`config.mk`:
```
export PLATFORM = sky130hd
export DESIGN_NAME = axis_zmod_dac
export DESIGN_NICKNAME = d
export VERILOG_FILES = /design/src/rtl/axis_zmod_dac.sv
export SDC_FILE = /design/constraint.sdc
export NUM_CORES = 1
export LEC_CHECK = 0
export BUFFER_PORTS_ARGS = -buffer_cell sky130_fd_sc_hd__buf_2
export CAP_MARGIN = 20
export CORE_MARGIN = 2
export CORE_UTILIZATION = 55
export DETAILED_ROUTE_END_ITERATION = 10
export HOLD_SLACK_MARGIN = 0.08
export PLACE_DENSITY = 0.79
export SLEW_MARGIN = 10
export SYNTH_ARGS = -nofsm -noshare
export SYNTH_HDL_FRONTEND = slang
export SYNTH_SLANG_ARGS = --single-unit
```
`constraint.sdc`:
```
create_clock -name aclk -period 2.95 [get_ports aclk]
set_input_delay 0.295 -clock aclk [delete_from_list [all_inputs] [get_ports aclk]]
set_output_delay 0.295 -clock aclk [all_outputs]
set_load 0.1 [all_outputs]
```
`src/rtl/axis_zmod_dac.sv`:
```
// AXI4-Stream sink feeding the Zmod DAC DDR bus: A on rise, B on fall.
// Ports: aclk/aresetn, cfg_enable, s_axis_*, dac_clk/data/rst, sts_*.

module zmod_oddr #(
  parameter int W = 1
) (
  input  logic         clk_i,
  input  logic         rst_ni,
  input  logic [W-1:0] d1_i,
  input  logic [W-1:0] d2_i,
  output logic [W-1:0] q_o
);

  logic [W-1:0] q1_q;
  logic [W-1:0] q2_q;

  // Both halves are captured on the rising edge.
  always_ff @(posedge clk_i or negedge rst_ni) begin
    if (!rst_ni) begin
      q1_q <= '0;
      q2_q <= '0;
    end else begin
      q1_q <= d1_i;
      q2_q <= d2_i;
    end
  end

  assign q_o = clk_i ? q1_q : q2_q;

endmodule

module axis_zmod_dac #(
  parameter int DAC_DATA_WIDTH   = 14,
  parameter int AXIS_TDATA_WIDTH = 32,
  parameter int RST_CYCLES       = 16,
  parameter int SETTLE_CYCLES    = 64
) (
  input  logic                        aclk,
  input  logic                        aresetn,
  input  logic                        cfg_enable,
  input  logic [AXIS_TDATA_WIDTH-1:0] s_axis_tdata,
  input  logic                        s_axis_tvalid,
  output logic                        s_axis_tready,
  output logic                        dac_clk,
  output logic [DAC_DATA_WIDTH-1:0]   dac_data,
  output logic                        dac_rst,
  output logic                        sts_running,
  output logic [31:0]                 sts_underrun
);

  localparam int W = DAC_DATA_WIDTH;
  localparam int SMAX = (1 << (W - 1)) - 1;
  localparam int SMIN = -(1 << (W - 1));
  localparam logic [W-1:0] WMAX = W'(SMAX);
  localparam logic [W-1:0] WMIN = W'(SMIN);
  localparam logic [15:0] RST_LOAD = 16'(RST_CYCLES - 1);
  localparam logic [15:0] SET_LOAD = 16'(SETTLE_CYCLES - 1);

  typedef enum logic [1:0] {
    HOLD,
    SETTLE,
    RUN
  } state_e;

  state_e        state_q, state_d;
  logic [15:0]   cnt_q, cnt_d;
  logic [W-1:0]  a_q, a_d;
  logic [W-1:0]  b_q, b_d;
  logic [31:0]   urun_q, urun_d;

  logic run;
  logic take;
  logic starve;

  function automatic logic [W-1:0] sat(input logic [15:0] x);
    int xi;
    xi = int'($signed(x));
    if (xi > SMAX) return WMAX;
    if (xi < SMIN) return WMIN;
    return x[W-1:0];
  endfunction

  assign run           = (state_q == RUN);
  assign s_axis_tready = run && cfg_enable;
  assign take          = s_axis_tready && s_axis_tvalid;
  assign starve        = s_axis_tready && !s_axis_tvalid;
  assign dac_rst       = (state_q == HOLD);
  assign sts_running   = run;
  assign sts_underrun  = urun_q;

  always_comb begin
    state_d = state_q;
    cnt_d   = cnt_q;
    unique case (state_q)
      HOLD: begin
        if (cnt_q == '0) begin
          state_d = SETTLE;
          cnt_d   = SET_LOAD;
        end else begin
          cnt_d = cnt_q - 16'd1;
        end
      end
      SETTLE: begin
        if (cnt_q == '0) begin
          state_d = RUN;
          cnt_d   = '0;
        end else begin
          cnt_d = cnt_q - 16'd1;
        end
      end
      RUN: begin
        state_d = RUN;
      end
      default: begin
        state_d = HOLD;
        cnt_d   = RST_LOAD;
      end
    endcase
  end

  // Anything but an accepted beat drives midscale; samples never repeat.
  always_comb begin
    a_d    = '0;
    b_d    = '0;
    urun_d = urun_q;
    unique case (1'b1)
      take: begin
        a_d = sat(s_axis_tdata[15:0]);
        b_d = sat(s_axis_tdata[31:16]);
      end
      starve: begin
        if (urun_q != '1) urun_d = urun_q + 32'd1;
      end
      default: begin
        a_d = '0;
      end
    endcase
  end

  always_ff @(posedge aclk or negedge aresetn) begin
    if (!aresetn) begin
      state_q <= HOLD;
      cnt_q   <= RST_LOAD;
      a_q     <= '0;
      b_q     <= '0;
      urun_q  <= '0;
    end else begin
      state_q <= state_d;
      cnt_q   <= cnt_d;
      a_q     <= a_d;
      b_q     <= b_d;
      urun_q  <= urun_d;
    end
  end

  zmod_oddr #(.W(W)) u_data (
    .clk_i  (aclk),
    .rst_ni (aresetn),
    .d1_i   (a_q),
    .d2_i   (b_q),
    .q_o    (dac_data)
  );

  zmod_oddr #(.W(1)) u_clk (
    .clk_i  (aclk),
    .rst_ni (aresetn),
    .d1_i   (1'b1),
    .d2_i   (1'b0),
    .q_o    (dac_clk)
  );

endmodule

```
== Word-level counts from Yosys, hierarchy flattened ==
Cells that the tools add are included.
Operators by class
  reduce and logical (&&, ||, !) cells: 8
  equal/unequal tests: 5
  mux-type cells: 28
  add/sub/neg operators: 2
  order comparisons: 4
Operators with widths (count)
  14-bit 2-to-1 mux: 11
  16-bit case mux with 3 select lines: 1
  32-bit by 1-bit adder with 32-bit output, second input constant: 1
  16-bit by 14-bit > comparator with 1-bit output, second input constant: 2
  16-bit by 14-bit less-than comparator with 1-bit output, second input constant: 2
  16-bit 2-to-1 mux: 2
  32-bit inequality test, second input constant: 1
  16-bit logical NOT: 1
  16-bit by 1-bit subtractor with 16-bit output, second input constant: 1
  1-bit 2-to-1 mux: 11
  2-bit case mux with 3 select lines: 1
  2-bit 2-to-1 mux: 2
  2-bit AND reduction: 2
  1-bit logical AND: 3
  2-bit by 1-bit equality test with 1-bit output, second input constant: 1
  2-bit equality test, second input constant: 1
  2-bit logical NOT: 1
  2-bit by 1-bit inequality test with 1-bit output, second input constant: 1
  2-bit inequality test, second input constant: 1
  1-bit logical NOT: 1
Storage, ports and cells
  bits in registers: 107
  output and inout port bits: 50
  word-level logic and storage cells: 55
  bits of input ports: 36

== Logic depth before layout (Yosys ltp) ==
  depth after elaboration: 9
  gate-level depth with buffers: 8
  depth with buffers taken out: 7

== Hierarchy ==
A second synthesis with hierarchy kept.
Unflattened totals
  cell total of the unflattened synthesis: 369
  area, all modules: 4453.0 µm²
By module, submodules not included
  axis_zmod_dac: area an instance 3518.4 µm², instances 1, sequential area each 1956.9 µm², cells an instance 323
  zmod_oddr (u_data): area an instance 869.6 µm², instances 1, sequential area each 700.7 µm², cells an instance 43
  zmod_oddr (u_clk): area an instance 65.1 µm², instances 1, sequential area each 50.0 µm², cells an instance 3

==> qor.yml <==
min_path:
  hold_depth: 2
  hold_class: "primary input to flip-flop"
global_route:
  grt_pass1_wl_mm: 15.6
  grt-ovfl-total: 0
  grt_pass1_vias: 3410
  grt_max_degree: 62
  track_usage: 0.235
  antenna_found_initial: 0
synthesis:
  synth_seq_cells: 107
  yosysSeqAreaShare: 0.591
  ys_types: 53
  synth_nets: 413
  synth_edf_count: 0
  syn_area_um2: 4540
  synth.avg_cell_area_um2: 12.2
  ys_warn_count: 0
  yosysTopAreaCell: "dfrtp_1"
  synth_top_cell_area_share: 0.568
  synth_cells: 371
  synthTopCellsByArea: "dfrtp_1 57%, xnor2_1 5.2%, o21a_1 4.5%, mux2_2 3.7%, nor2_1 2.4%"
  synth_common_cells: "103 x dfrtp_1, 29 x nor2_1, 27 x o21a_1, 27 x xnor2_1, 21 x nand2_1"
  async_flop_share: 1.00
  synth_ff_type: "dfrtp_1"
  yosys.cell_count.top_type: "dfrtp_1"
place:
  dp_cells: 557
  dp_hpwl_mm: 6.19
  gp_congestion: 0.898
  placed_area_um2: 5110
  portBuffers: 85
sta:
  tightest_slew_ns: 0.958
  setup-tns-final_ns: 0
  slew_viol_final: 0
  hold_viol_final: 0
  whs_ns: 0.101
  slew_headroom: 0.359
  setup_viol: 0
  skew_ns: 0.0138
  rsz0062_at_grt: "no"
detailed_routing:
  drt_first_pass_iters: 6
  drtAntennaViolNets: 0
  vias: 3325
  totalWireLength_mm: 9.53
  drtIter0Drc: 91
  vias_per_cell: 5.44
  wire_per_inst_um: 15.6
  drc: 0
run:
  drv_cap: 0
worst_setup_path:
  criticalPathCategory: "clock port to primary output"
  crit_chain: "clkbuf_8 -> clkbuf_8 -> clkbuf_16 -> mux2_2 -> buf_2"
  crit_end: "dac_data[9]"
  crit_path_frequent_cell: "clkbuf_8"
  reg2reg_from: "state_q[0]$_DFFE_PN0P_"
  crit_path_start: "aclk"
  cp.arrival_ns: 2.53
  reg2reg_depth: 7
  path_max_fanout: 4
  critPathLaunchType: "clock port"
  r2r_setup_slack_ns: 0.47
  critical_path_required_ns: 2.65
  crit_path_max_incr_delay_ns: 0.42
  critPathCaptureType: "primary output"
  crit_slowest_cell: "buf_2"
  timing.rr.end: "sts_underrun[29]$_DFFE_PN0P_"
floorplan:
  fp.dieH_um: 94.8
  dieArea_um2: 8990
  core_um2: 8090
  dieWidth_um: 94.8
  start_util: 0.561
  row_count: 33
  num_io_pins: 86
clock_tree:
  cts_setup_buffers: 0
  cts_resized: 0
  cts_tree: "yes"
  clk_latency_ns: 0.48
  clk_pin_slew_ns: 0.11
  hold_buffers: 28
final_layout:
  instances_no_fill: 611
  final_area_um2: 5760
  layout.nets: 541
  fin_util: 0.712
  n_antenna_cell: 0
  syn_to_final_growth_pct: 27.1
  drive_above_1_share: 0.306
power_and_ir_drop:
  ir_drop_mv: 0.316
  power_leakage_nw: 2.97
  cellPowerDensity_nw_per_um2: 539
status:
  status: "completed"
-- critical path: cells and delay by family --
kind	cells	cell delay, ns
buf+inv	4	0.82
mux	1	0.23
-- final cells by class --
class | instances | area [um^2]
clock buffers | 33 | 358
clock inverters | 8 | 95.1
fillers | 581 | 2330
inverters | 9 | 33.8
multi-input cells | 247 | 1790
flip-flops and latches | 107 | 2680
well taps | 105 | 131
repair buffers | 102 | 676
-- power by group --
part	switching (mW)	internal, mW
Sequential	0.000147	1.47
Combinational	0.0526	0.0452
Clock	0.772	0.768
-- metal layers --
layer  up-vias  GRT usage  wire length [um]
li1       1568          -                 -
met4         0      0.139               197
met5         -          0                 0
met2       111      0.376              4800
met3        26     0.0838               692
met1      1620      0.271              3840
-- per-stage QoR --
step / setup slack (ns) / total power, mW
after floorplan: 0.184 / 1.69
after global placement: 0.515 / 1.69
after detailed placement: 0.447 / 1.69
after CTS: 0.106 / 3.15
after global routing: 0.0998 / 3.23
final: 0.123 / 3.11
-- worst min path at each step --
stage / start / endpoint / slack (ns)
floorplan: aresetn / a_q[0]$_DFF_PN0_ / -0.0006
global placement: a_q[11]$_DFF_PN0_ / u_data.q1_q[11]$_DFF_PN0_ / 0.33
detailed placement: a_q[2]$_DFF_PN0_ / u_data.q1_q[2]$_DFF_PN0_ / 0.33
CTS: s_axis_tdata[15] / a_q[13]$_DFF_PN0_ / 0.09
global route: s_axis_tdata[15] / a_q[13]$_DFF_PN0_ / 0.09
finish: s_axis_tdata[15] / a_q[13]$_DFF_PN0_ / 0.10
-- flip-flops by register name, summed over array words and instances (netlist names) --
signal        flops
b_q              14
a_q              14
sts_underrun     32
state_q           2
u_clk.q1_q        1
u_data.q2_q      14
cnt_q            16
u_data.q1_q      14
-- kinds of logic after synthesis --
group / share of synthesized area
buffers and inverters: 0.0154
other: 0.000827
DFF: 0.591
and+or+nand+nor: 0.178
muxes: 0.0372
xor gates and xnor gates: 0.0714
adders and majority gates: 0.0165
AOI/OAI and AO/OA: 0.0888
-- cell usage in the layout (no fill, tap or decap), drive strengths merged, types with 3 or more instances in the layout --
cell type    instances
nor2                29
o21a                27
dfstp                4
nand2               21
mux2                15
a21oi               12
clkinv               5
or2                  3
nor4                 6
nor3                 9
inv                 12
clkbuf              18
a31oi                4
nand3               20
dfrtp              103
xor2                10
and2                 4
nand4               15
buf                 89
and4                 4
and3                 7
or4                  5
xnor2               27
ha                   6
dlygate4sd3         28
(Power assumes the default switching activity.)
